===== src/rtl/mips_pkg.sv =====
// mips_pkg: shared MIPS datapath constants, multiply FSM states and counter width.
package mips_pkg;
  typedef enum logic [1:0] {IDLE = 2'd0, RUN = 2'd1, FIX = 2'd2, DONE = 2'd3} mult_state_t;
  localparam logic [3:0] ALU_MULT  = 4'b1000;
  localparam logic [3:0] ALU_MULTU = 4'b1001;
  localparam int XLEN  = 32;
  localparam int CNT_W = $clog2(XLEN);
endpackage


===== src/rtl/mult_sequencer_if.sv =====
// mult_sequencer_if: control-unit <-> multiply sequencer handshake and HI/LO readback.
interface mult_sequencer_if #(parameter int WIDTH = 32);
  logic             start, signed_op, abort, busy, done;
  logic [WIDTH-1:0] a, b, hi, lo;
  modport master (output start, signed_op, a, b, abort, input busy, done, hi, lo);
  modport slave  (input start, signed_op, a, b, abort, output busy, done, hi, lo);
endinterface


===== src/rtl/mult_datapath.sv =====
// mult_datapath: radix-2 shift-add product register with sign handling.
module mult_datapath #(parameter int WIDTH = 32) (
  input  logic               clk,
  input  logic               rst_n,
  input  logic               load,
  input  logic               step,
  input  logic               fix,
  input  logic               signed_op,
  input  logic [WIDTH-1:0]   a,
  input  logic [WIDTH-1:0]   b,
  output logic [2*WIDTH-1:0] result
);
  logic [WIDTH-1:0]   mcand, a_mag, b_mag;
  logic [2*WIDTH-1:0] prod;
  logic [WIDTH:0]     sum;
  logic               neg;
  // prod holds {accumulator, remaining multiplier bits}; after WIDTH steps it is the unsigned product
  always_comb begin
    a_mag  = (signed_op && a[WIDTH-1]) ? -a : a;
    b_mag  = (signed_op && b[WIDTH-1]) ? -b : b;
    sum    = {1'b0, prod[2*WIDTH-1:WIDTH]} + (prod[0] ? {1'b0, mcand} : '0);
    result = neg ? -prod : prod;
  end
  always_ff @(posedge clk or negedge rst_n)
    if (!rst_n) begin
      mcand <= '0;
      prod  <= '0;
      neg   <= 1'b0;
    end else if (load) begin
      mcand <= a_mag;
      prod  <= {{WIDTH{1'b0}}, b_mag};
      neg   <= signed_op & (a[WIDTH-1] ^ b[WIDTH-1]);
    end else if (step) begin
      prod  <= {sum, prod[WIDTH-1:1]};
    end else if (fix) begin
      prod  <= result;
    end
endmodule


===== src/rtl/mult_sequencer.sv =====
// mult_sequencer: iterative mult/multu sequencer owning the HI/LO registers.
module mult_sequencer import mips_pkg::*; #(parameter int WIDTH = 32) (
  input logic             clk,
  input logic             rst_n,
  mult_sequencer_if.slave bus
);
  mult_state_t        state, next;
  logic [CNT_W-1:0]   count;
  logic [WIDTH-1:0]   hi, lo;
  logic [2*WIDTH-1:0] result;
  logic               load, step, fix, last;
  always_ff @(posedge clk or negedge rst_n)
    if (!rst_n) state <= IDLE;
    else        state <= next;
  // abort wins over everything while an operation is in flight
  always_comb begin
    load = (state == IDLE || state == DONE) && bus.start && !bus.abort;
    step = state == RUN && !bus.abort;
    fix  = state == FIX && !bus.abort;
    last = count == CNT_W'(WIDTH - 1);
    next = bus.abort && (state == RUN || state == FIX) ? IDLE :
           load                                        ? RUN  :
           state == DONE                               ? IDLE :
           step && last                                ? FIX  :
           fix                                         ? DONE : state;
  end
  always_ff @(posedge clk or negedge rst_n)
    if (!rst_n)    count <= '0;
    else if (load) count <= '0;
    else if (step) count <= count + 1'b1;
  always_ff @(posedge clk or negedge rst_n)
    if (!rst_n) begin
      hi <= '0;
      lo <= '0;
    end else if (fix) begin
      hi <= result[2*WIDTH-1:WIDTH];
      lo <= result[WIDTH-1:0];
    end
  assign bus.busy = state == RUN || state == FIX;
  assign bus.done = state == DONE;
  assign bus.hi   = hi;
  assign bus.lo   = lo;
  mult_datapath #(.WIDTH(WIDTH)) u_dp (
    .clk(clk), .rst_n(rst_n), .load(load), .step(step), .fix(fix),
    .signed_op(bus.signed_op), .a(bus.a), .b(bus.b), .result(result)
  );
endmodule


===== src/flat_wrapper.sv =====
// flat-port wrapper written by rule: the top's interface ports become plain ports
module mult_sequencer_flat import mips_pkg::*;
#(parameter int WIDTH = 32)
  (clk, rst_n, bus_start, bus_signed_op, bus_a, bus_b, bus_abort, bus_busy, bus_done, bus_hi, bus_lo);
  mult_sequencer_if #(.WIDTH(WIDTH)) bus_i ();
  input logic clk;
  input logic rst_n;
  input wire logic [$bits(bus_i.start)-1:0] bus_start;
  input wire logic [$bits(bus_i.signed_op)-1:0] bus_signed_op;
  input wire logic [$bits(bus_i.a)-1:0] bus_a;
  input wire logic [$bits(bus_i.b)-1:0] bus_b;
  input wire logic [$bits(bus_i.abort)-1:0] bus_abort;
  output wire logic [$bits(bus_i.busy)-1:0] bus_busy;
  output wire logic [$bits(bus_i.done)-1:0] bus_done;
  output wire logic [$bits(bus_i.hi)-1:0] bus_hi;
  output wire logic [$bits(bus_i.lo)-1:0] bus_lo;
  assign bus_i.start = bus_start;
  assign bus_i.signed_op = bus_signed_op;
  assign bus_i.a = bus_a;
  assign bus_i.b = bus_b;
  assign bus_i.abort = bus_abort;
  assign bus_busy = bus_i.busy;
  assign bus_done = bus_i.done;
  assign bus_hi = bus_i.hi;
  assign bus_lo = bus_i.lo;
  mult_sequencer #(.WIDTH(WIDTH)) u_core (.clk(clk), .rst_n(rst_n), .bus(bus_i));
endmodule

===== config.mk =====
export PLATFORM = sky130hd
export DESIGN_NAME = mult_sequencer_flat
export DESIGN_NICKNAME = d
export VERILOG_FILES = /design/src/rtl/mips_pkg.sv /design/src/rtl/mult_sequencer_if.sv /design/src/rtl/mult_datapath.sv /design/src/rtl/mult_sequencer.sv /design/src/flat_wrapper.sv
export SDC_FILE = /design/constraint.sdc
export NUM_CORES = 1
export LEC_CHECK = 0
export ABC_AREA = 1
export BUFFER_PORTS_ARGS = -buffer_cell sky130_fd_sc_hd__buf_2
export CORE_MARGIN = 4
export CORE_UTILIZATION = 60
export CTS_CLUSTER_DIAMETER = 30
export CTS_CLUSTER_SIZE = 25
export DETAILED_ROUTE_END_ITERATION = 6
export PLACE_DENSITY = 0.91
export SYNTH_ARGS = -nofsm -noshare
export SYNTH_HDL_FRONTEND = slang
export SYNTH_HIERARCHICAL = 1
export SYNTH_SLANG_ARGS = --single-unit

===== constraint.sdc =====
create_clock -name clk -period 5.3 [get_ports clk]
set_clock_uncertainty 0.2 [all_clocks]
set_input_delay 0.795 -clock clk [delete_from_list [all_inputs] [get_ports clk]]
set_output_delay 0.795 -clock clk [all_outputs]
set_load 0.05 [all_outputs]

==> impl_metrics.yaml, run 1 <==
global_routing:
  grt_pass1_wl_um: 72500
  grt_use_total_pct: 34.3
  antenna_found_initial: 0
  grt_max_degree: 87
  grt_pass1_vias: 13900
  grt_overflow_total: 0
cts:
  clk_path_buf_depth: 2
  cts_tree: "yes"
  htreeDepth: 4
  cts_buffers: 17
  clk_latency_ps: 440
  cts-resized-gates: 0
  cts-root-buf: "clkbuf_16"
  cts_num_sinks: 168
  cts_setup_buffers: 0
  clk_pin_slew_worst_paths_ps: 70
  cts_hold_buffers: 0
setup_path:
  critPathCaptureType: "register"
  slowest_stage: "nor2_4"
  path_max_fanout: 50
  worstPathRequired_ps: 5380
  crit_arrival_ps: 3590
  crit_buf_inv: 3
  cpPeakStageDelay_ps: 900
  worst_setup_path_start_kind: "register"
  criticalPathCategory: "reg -> reg"
  crit_chain: "inv_1 -> ha_1 -> nand2_1 -> nor2_4 -> nor2_1 -> inv_1 -> nor2_4 -> inv_2 -> nor2_1 -> a31oi_1"
  cp_top_family: "simple AND/OR/NAND/NOR gates"
timing:
  worstMarginPinSlew_ps: 1180
  hold_viol: 0
  setup_viol: 0
  fin_crit_sh_pct: 66.3
  finalSetupTns_ps: 0
  slew_headroom_pct: 21.0
  slew_viol_final: 0
  fin_hold_ws_ps: 221
  fmax_ghz: 0.284
  rsz0062_at_grt: "no"
  fin_crit_ps: 3520
synthesis:
  synthFlopType: "dfrtp_1"
  ys_types: 46
  synth-edff-count: 0
  netlist_area_sq_um: 14200
  synth_nets: 2482
  seq_area_frac_synth_pct: 29.6
  synth.avg_cell_area_sq_um: 5.98
  synth_area_leaders: "dfrtp_1 (30%), nand2_1 (25%), inv_1 (7.9%), nand3_1 (7.4%), nor2_1 (6.4%)"
  synth_async_sr_flop_share_pct: 100
  yosysWarningCount: 6
  postSynthCellCount: 2372
  synth.top_cell.area_share_pct: 29.6
  synth_top_cell_by_area: "dfrtp_1"
  synth_common_cells: "nand2_1 (942), inv_1 (299), nor2_1 (243)"
  synth-seq-cells: 168
  yosysMostFrequentCell: "nand2_1"
placement:
  portBuffers: 134
  place_hpwl_um: 35800
  globalplace.congestion: 1.05
route:
  firstDrtPassIters: 6
  postRouteWirelength_um: 46200
  drc: 0
  vias_per_cell: 5.66
  vias: 15800
  ant_nets: 0
  drt_iter0_drc: 2318
  wl_per_cell_um: 16.5
floorplanning:
  rows: 56
  initial_utilization_pct: 60.7
  core-area_sq_um: 23400
  die_w_um: 162
  die_area_sq_um: 26200
  die_y_um: 162
  ios: 135
power_and_ir_drop:
  p_leak_nw: 8.94
  vdd_drop_max_mv: 0.260
  p_per_area_nw_per_um2: 587
job:
  drv_cap: 0
cells_and_area:
  fillers: 2233
  multi_input_area_sq_um: 8430
  fin_nets: 2574
  antennaDiodeCount: 0
  final_layout_size_suffix_gt1_share_pct: 9.53
  syn_to_final_growth_pct: 9.55
  seq_area_sq_um: 4210
run_status:
  outcome: "finished clean"
worst_hold_path:
  hold_class: "in -> async"
per-layer routing:
metal	vias to the layer above	part of all wire [%]	routed length, um	track usage, %
met4	0	2.7	1260	9.11
met1	7139	43	19900	50.9
met5	-	0	0	0
li1	7630	-	-	-
met2	963	41	18900	50.6
met3	95	13	6080	7.92
worst register-to-register path, stage by stage, from the launching register on:
cell     delay (ps)
dfrtp_1         410
inv_1            80
ha_1            320
nand2_1         170
nor2_4           50
nor2_1          120
inv_1           110
nor2_4          900
inv_2           650
nor2_1          270
a31oi_1          80
final timing paths:
check,from,endpoint,slack (ps),depth (start not counted)
worst max-delay path,u_core/state[0]$_DFFE_PN0P_,u_core/u_dp/prod[10]$_DFFE_PN0P_,1780,10
worst min-delay path,rst_n,u_core/u_dp/prod[5]$_DFFE_PN0P_,220,1
worst max register to register,u_core/state[0]$_DFFE_PN0P_,u_core/u_dp/prod[10]$_DFFE_PN0P_,1780,10
worst min register to register,u_core/bus.hi[20]$_DFFE_PN0P_,u_core/bus.hi[20]$_DFFE_PN0P_,280,2
max in group asynchronous,rst_n,u_core/bus.hi[10]$_DFFE_PN0P_,3600,2
min in group clk,u_core/bus.hi[20]$_DFFE_PN0P_,u_core/bus.hi[20]$_DFFE_PN0P_,280,2
power by group:
part | internal, mW | leakage, nW | switching, mW
Combinational | 1.69 | 6.50 | 3.92
Clock | 0.670 | 0.289 | 0.598
Sequential | 1.66 | 2.16 | 0.591
through the flow:
stage	setup slack, ps	utilization (%)	power (mW)	cell area, sq um	instances
after floorplan	2710	-	5.98	14200	2372
after global placement	1900	63.9	7.47	15000	2764
after CTS	1880	66.4	8.89	15500	2796
after detailed placement	1690	63.9	7.59	15000	2764
final	1780	66.4	9.13	15500	2796
after global routing	1520	66.4	9.84	15500	2796
flip-flops by register name, indices dropped and copies added (netlist names):
signal / flops
u_core/u_dp/prod: 64
u_core/bus.hi: 32
u_core/bus.lo: 32
u_core/u_dp/mcand: 32
u_core/count: 5
u_core/state: 2
u_core/u_dp/neg: 1
logic make-up (layout without fill, tap and decap cells):
| family | after synthesis | count (layout) | share of synthesized area (%) |
|---|---|---|---|
| buffers and inverters | 382 | 487 | 11.1 |
| and+or+nand+nor | 1501 | 1501 | 43.9 |
| AOI/OAI and AO/OA | 237 | 237 | 9.08 |
| DFF | 168 | 168 | 29.6 |
| xor gates and xnor gates | 43 | 43 | 2.65 |
| adders and majority gates | 41 | 41 | 3.67 |
cells in the final DEF, fill, tap and decap left out, types with 33 or more instances in the layout:
master / n
nand3_1: 209
xor2_1: 38
buf_2: 133
nand2_1: 942
nor2_1: 242
ha_1: 40
dfrtp_1: 167
o21ai_0: 105
a21oi_1: 79
inv_1: 298
nand4_1: 33
cell type report:
class	instances	area share (%)
multi-input cells	1822	54.2
flip-flops and latches	168	27.0
clock buffers	17	2.74
clock inverters	15	1.04
inverters	309	7.47
well taps	319	2.57
repair buffers	146	4.93
No activity file was read; power rests on OpenSTA's default activity.
==> run 2, diff against run 1 <==
--- a/config.mk
+++ b/config.mk
@@ -5,14 +5,14 @@
 export SDC_FILE = /design/constraint.sdc
 export NUM_CORES = 1
 export LEC_CHECK = 0
-export ABC_AREA = 1
+export ABC_AREA = 0
 export BUFFER_PORTS_ARGS = -buffer_cell sky130_fd_sc_hd__buf_2
 export CORE_MARGIN = 4
-export CORE_UTILIZATION = 60
+export CORE_UTILIZATION = 54
 export CTS_CLUSTER_DIAMETER = 30
 export CTS_CLUSTER_SIZE = 25
 export DETAILED_ROUTE_END_ITERATION = 6
-export PLACE_DENSITY = 0.91
+export PLACE_DENSITY = 0.87
 export SYNTH_ARGS = -nofsm -noshare
 export SYNTH_HDL_FRONTEND = slang
 export SYNTH_HIERARCHICAL = 1
==> constraint.sdc (replaced) <==
create_clock -name clk -period 3.2 [get_ports clk]
set_clock_uncertainty 0.2 [all_clocks]
set_input_delay 0.48 -clock clk [delete_from_list [all_inputs] [get_ports clk]]
set_output_delay 0.48 -clock clk [all_outputs]
set_load 0.05 [all_outputs]
==> run 2 against run 1 <==
  * Synthesized area shrank 13%
  * Critical path depth decreased by 2
  * Clock power rose by 60%
  * Critical endpoint is now u_core/u_dp/prod[49]$_DFFE_PN0P_
  * Count of clock-buffer cells in the layout increased by 4
  * The flow now finishes with violations (design-rule violations, negative setup slack)
  * Critical path type unchanged
  * Largest cell class unchanged
  * Final cell count down 36%
  * Sequential cell count unchanged
  * First-iteration DRC count down 40%
  * Sequential share of layout area up 1.8 points
  * Global-route usage shrank 7.9 points
  * Worst hold slack worse by 86 ps
  * Register-to-register slack worse by 1800 ps
==> impl_metrics.yaml, run 2 <==
cells_and_area:
  final_common_cell: "dfrtp_1"
  syn_to_final_growth_pct: 18.7
  largest_reg_flops: 64
  final_cell_mix: "dfrtp_1 (168), buf_2 (133), xnor2_1 (124), nor2_1 (120), buf_4 (97)"
  layout.cells.non_filler: 1802
  final_layout_size_suffix_gt1_share_pct: 26.7
  antennaDiodeCount: 0
  regMostFlops: "u_core/u_dp/prod"
  fin_nets: 1621
power_and_ir_drop:
  p_per_area_nw_per_um2: 868
  p_leak_nw: 6.62
  vdd_drop_max_mv: 0.511
route:
  drt_iter0_drc: 1381
  postRouteWirelength_um: 35200
  firstDrtPassIters: 7
  drc: 1
  ant_nets: 0
  vias: 11200
  wl_per_cell_um: 19.5
  vias_per_cell: 6.20
global_routing:
  grt_overflow_total: 0
  grt_use_total_pct: 26.4
  grt_pass1_vias: 10600
  antenna_found_initial: 1
  grt_max_degree: 108
  grt_pass1_wl_um: 55500
synthesis:
  synthFlopType: "dfrtp_1"
  synth_common_cells: "dfrtp_1 (168), xnor2_1 (125), nor2_1 (122)"
  synth-edff-count: 0
  synth_top_cell_by_area: "dfrtp_1"
  synth.avg_cell_area_sq_um: 9.25
  postSynthCellCount: 1330
  synth_area_leaders: "dfrtp_1 (34%), xnor2_1 (8.9%), mux2_4 (4.8%), xor2_1 (4.4%), a21oi_1 (4.1%)"
  synth_async_sr_flop_share_pct: 100
  synth.top_cell.area_share_pct: 34.2
  yosysMostFrequentCell: "dfrtp_1"
  netlist_area_sq_um: 12300
  seq_area_frac_synth_pct: 34.2
  synth_nets: 1440
  synth-seq-cells: 168
  ys_types: 85
  yosysWarningCount: 6
timing:
  fmax_ghz: 0.311
  worstMarginPinSlew_ps: 670
  finalSetupTns_ps: -23.8
  slew_headroom_pct: 55.3
  fin_ws_ps: -15.3
  fin_crit_ps: 3220
  fin_hold_ws_ps: 135
  slew_viol_final: 0
  setup_viol: 2
  rsz0062_at_grt: "yes"
  hold_viol: 0
  fin_crit_sh_pct: 100
cts:
  cts-root-buf: "clkbuf_16"
  cts_buffers: 17
  clk_pin_slew_worst_paths_ps: 70
  clk_path_buf_depth: 2
  cts_tree: "yes"
  clk_latency_ps: 430
  htreeDepth: 4
  cts_num_sinks: 168
setup_path:
  reg2reg_depth: 8
  worst-r2r-setup-slack_ps: -20
  r2r_start: "u_core/u_dp/prod[12]$_DFFE_PN0P_"
  critPathCaptureType: "register"
  worst_setup_path_start_kind: "register"
  criticalPathCategory: "reg -> reg"
  crit_start: "u_core/u_dp/prod[12]$_DFFE_PN0P_"
  worstPathRequired_ps: 3300
  crit_arrival_ps: 3320
  timing.rr.end: "u_core/u_dp/prod[49]$_DFFE_PN0P_"
  path_max_fanout: 6
placement:
  place_inst: 1764
  portBuffers: 134
  place_hpwl_um: 25100
  globalplace.congestion: 0.941
worst_hold_path:
  holdPathEnd: "u_core/u_dp/mcand[0]$_DFFE_PN0P_"
  hold_start: "bus_a[0]"
  min_path_cells: 2
  hold_class: "in -> reg"
floorplanning:
  rows: 54
  ios: 135
  die_area_sq_um: 25300
  die_y_um: 159
  core-area_sq_um: 22100
  die_w_um: 159
  initial_utilization_pct: 55.7
job:
  drv_cap: 0
run_status:
  outcome: "complete, but fails checks"
  violations: "design-rule violations, negative setup slack"
## run 2: repair_timing
item	in CTS	in global routing
setup endpoints to repair	15	22
endpoints found under the hold margin	55	0
pin swaps	6	4
hold buffers	1	0
gates resized for setup	11	38
setup buffers	1	6
## run 2: critical path: stages, from the launching register on
cell and delay [ps]:
dfrtp_1 390, or4_4 560, or3_4 410, nor3_4 280
nand2_1 130, or4_4 480, and2_4 170, xnor2_1 120
a2111oi_1 340
## run 2: cells by family (layout without fill, tap and decap cells)
group | Yosys count | count (layout) | share of synthesized area, %
XOR/XNOR | 187 | 187 | 13.3
multiplexers | 90 | 90 | 9.18
adder cells (fa/ha/maj) | 41 | 41 | 4.23
flip-flops | 168 | 168 | 34.2
AO/OA/AOI/OAI | 361 | 361 | 19.4
buffers and inverters | 107 | 299 | 4.09
AND/OR/NAND/NOR | 376 | 376 | 15.6
## run 2: final cells by class
| type | count | area (sq um) |
|---|---|---|
| timing repair buffer | 241 | 1570 |
| clock inverter | 9 | 103 |
| sequential | 168 | 4200 |
| fill | 1644 | 7500 |
| clock buffer | 21 | 450 |
| multi-input combinational | 1055 | 7820 |
| tap | 280 | 350 |
| inverter | 28 | 105 |
## run 2: layer usage
| layer | routed length, um | vias up | GRT usage, % |
|---|---|---|---|
| li1 | - | 5141 | - |
| met1 | 15600 | 5331 | 38.6 |
| met2 | 15100 | 609 | 38.7 |
| met3 | 3580 | 85 | 6.92 |
| met4 | 917 | 2 | 7.53 |
| met5 | 13 | - | 0 |
## run 2: how the worst max path moves through the flow
stage / end / cells past startpoint / slack, ps
final: u_core/u_dp/prod[49]$_DFFE_PN0P_ / 8 / -20
after global routing: u_core/u_dp/prod[62]$_DFFE_PN0P_ / 13 / -110
after CTS: u_core/u_dp/prod[62]$_DFFE_PN0P_ / 13 / 1
after detailed placement: u_core/bus.hi[31]$_DFFE_PN0P_ / 8 / -160
after global placement: u_core/bus.hi[31]$_DFFE_PN0P_ / 8 / -50
after floorplan: u_core/u_dp/prod[61]$_DFFE_PN0P_ / 13 / 90
## run 2: stage by stage
stage	power [mW]	util, %	worst slack, ps	area (sq um)
6_report	12.7	66.1	-15.3	14600
3_3_place_gp	9.64	62.3	-46.9	13800
3_5_place_dp	9.90	62.3	-163	13800
4_1_cts	12.1	65.1	1.43	14400
2_1_floorplan	7.76	-	90.2	12300
5_1_grt	13.4	66.1	-105	14600
## run 2: power by group
group / internal, mW / switching, mW / leakage [nW]
Clock: 1.16 / 0.871 / 0.265
Combinational: 3.17 / 3.98 / 4.24
Sequential: 2.70 / 0.784 / 2.12
Total: 7.03 / 5.63 / 6.62
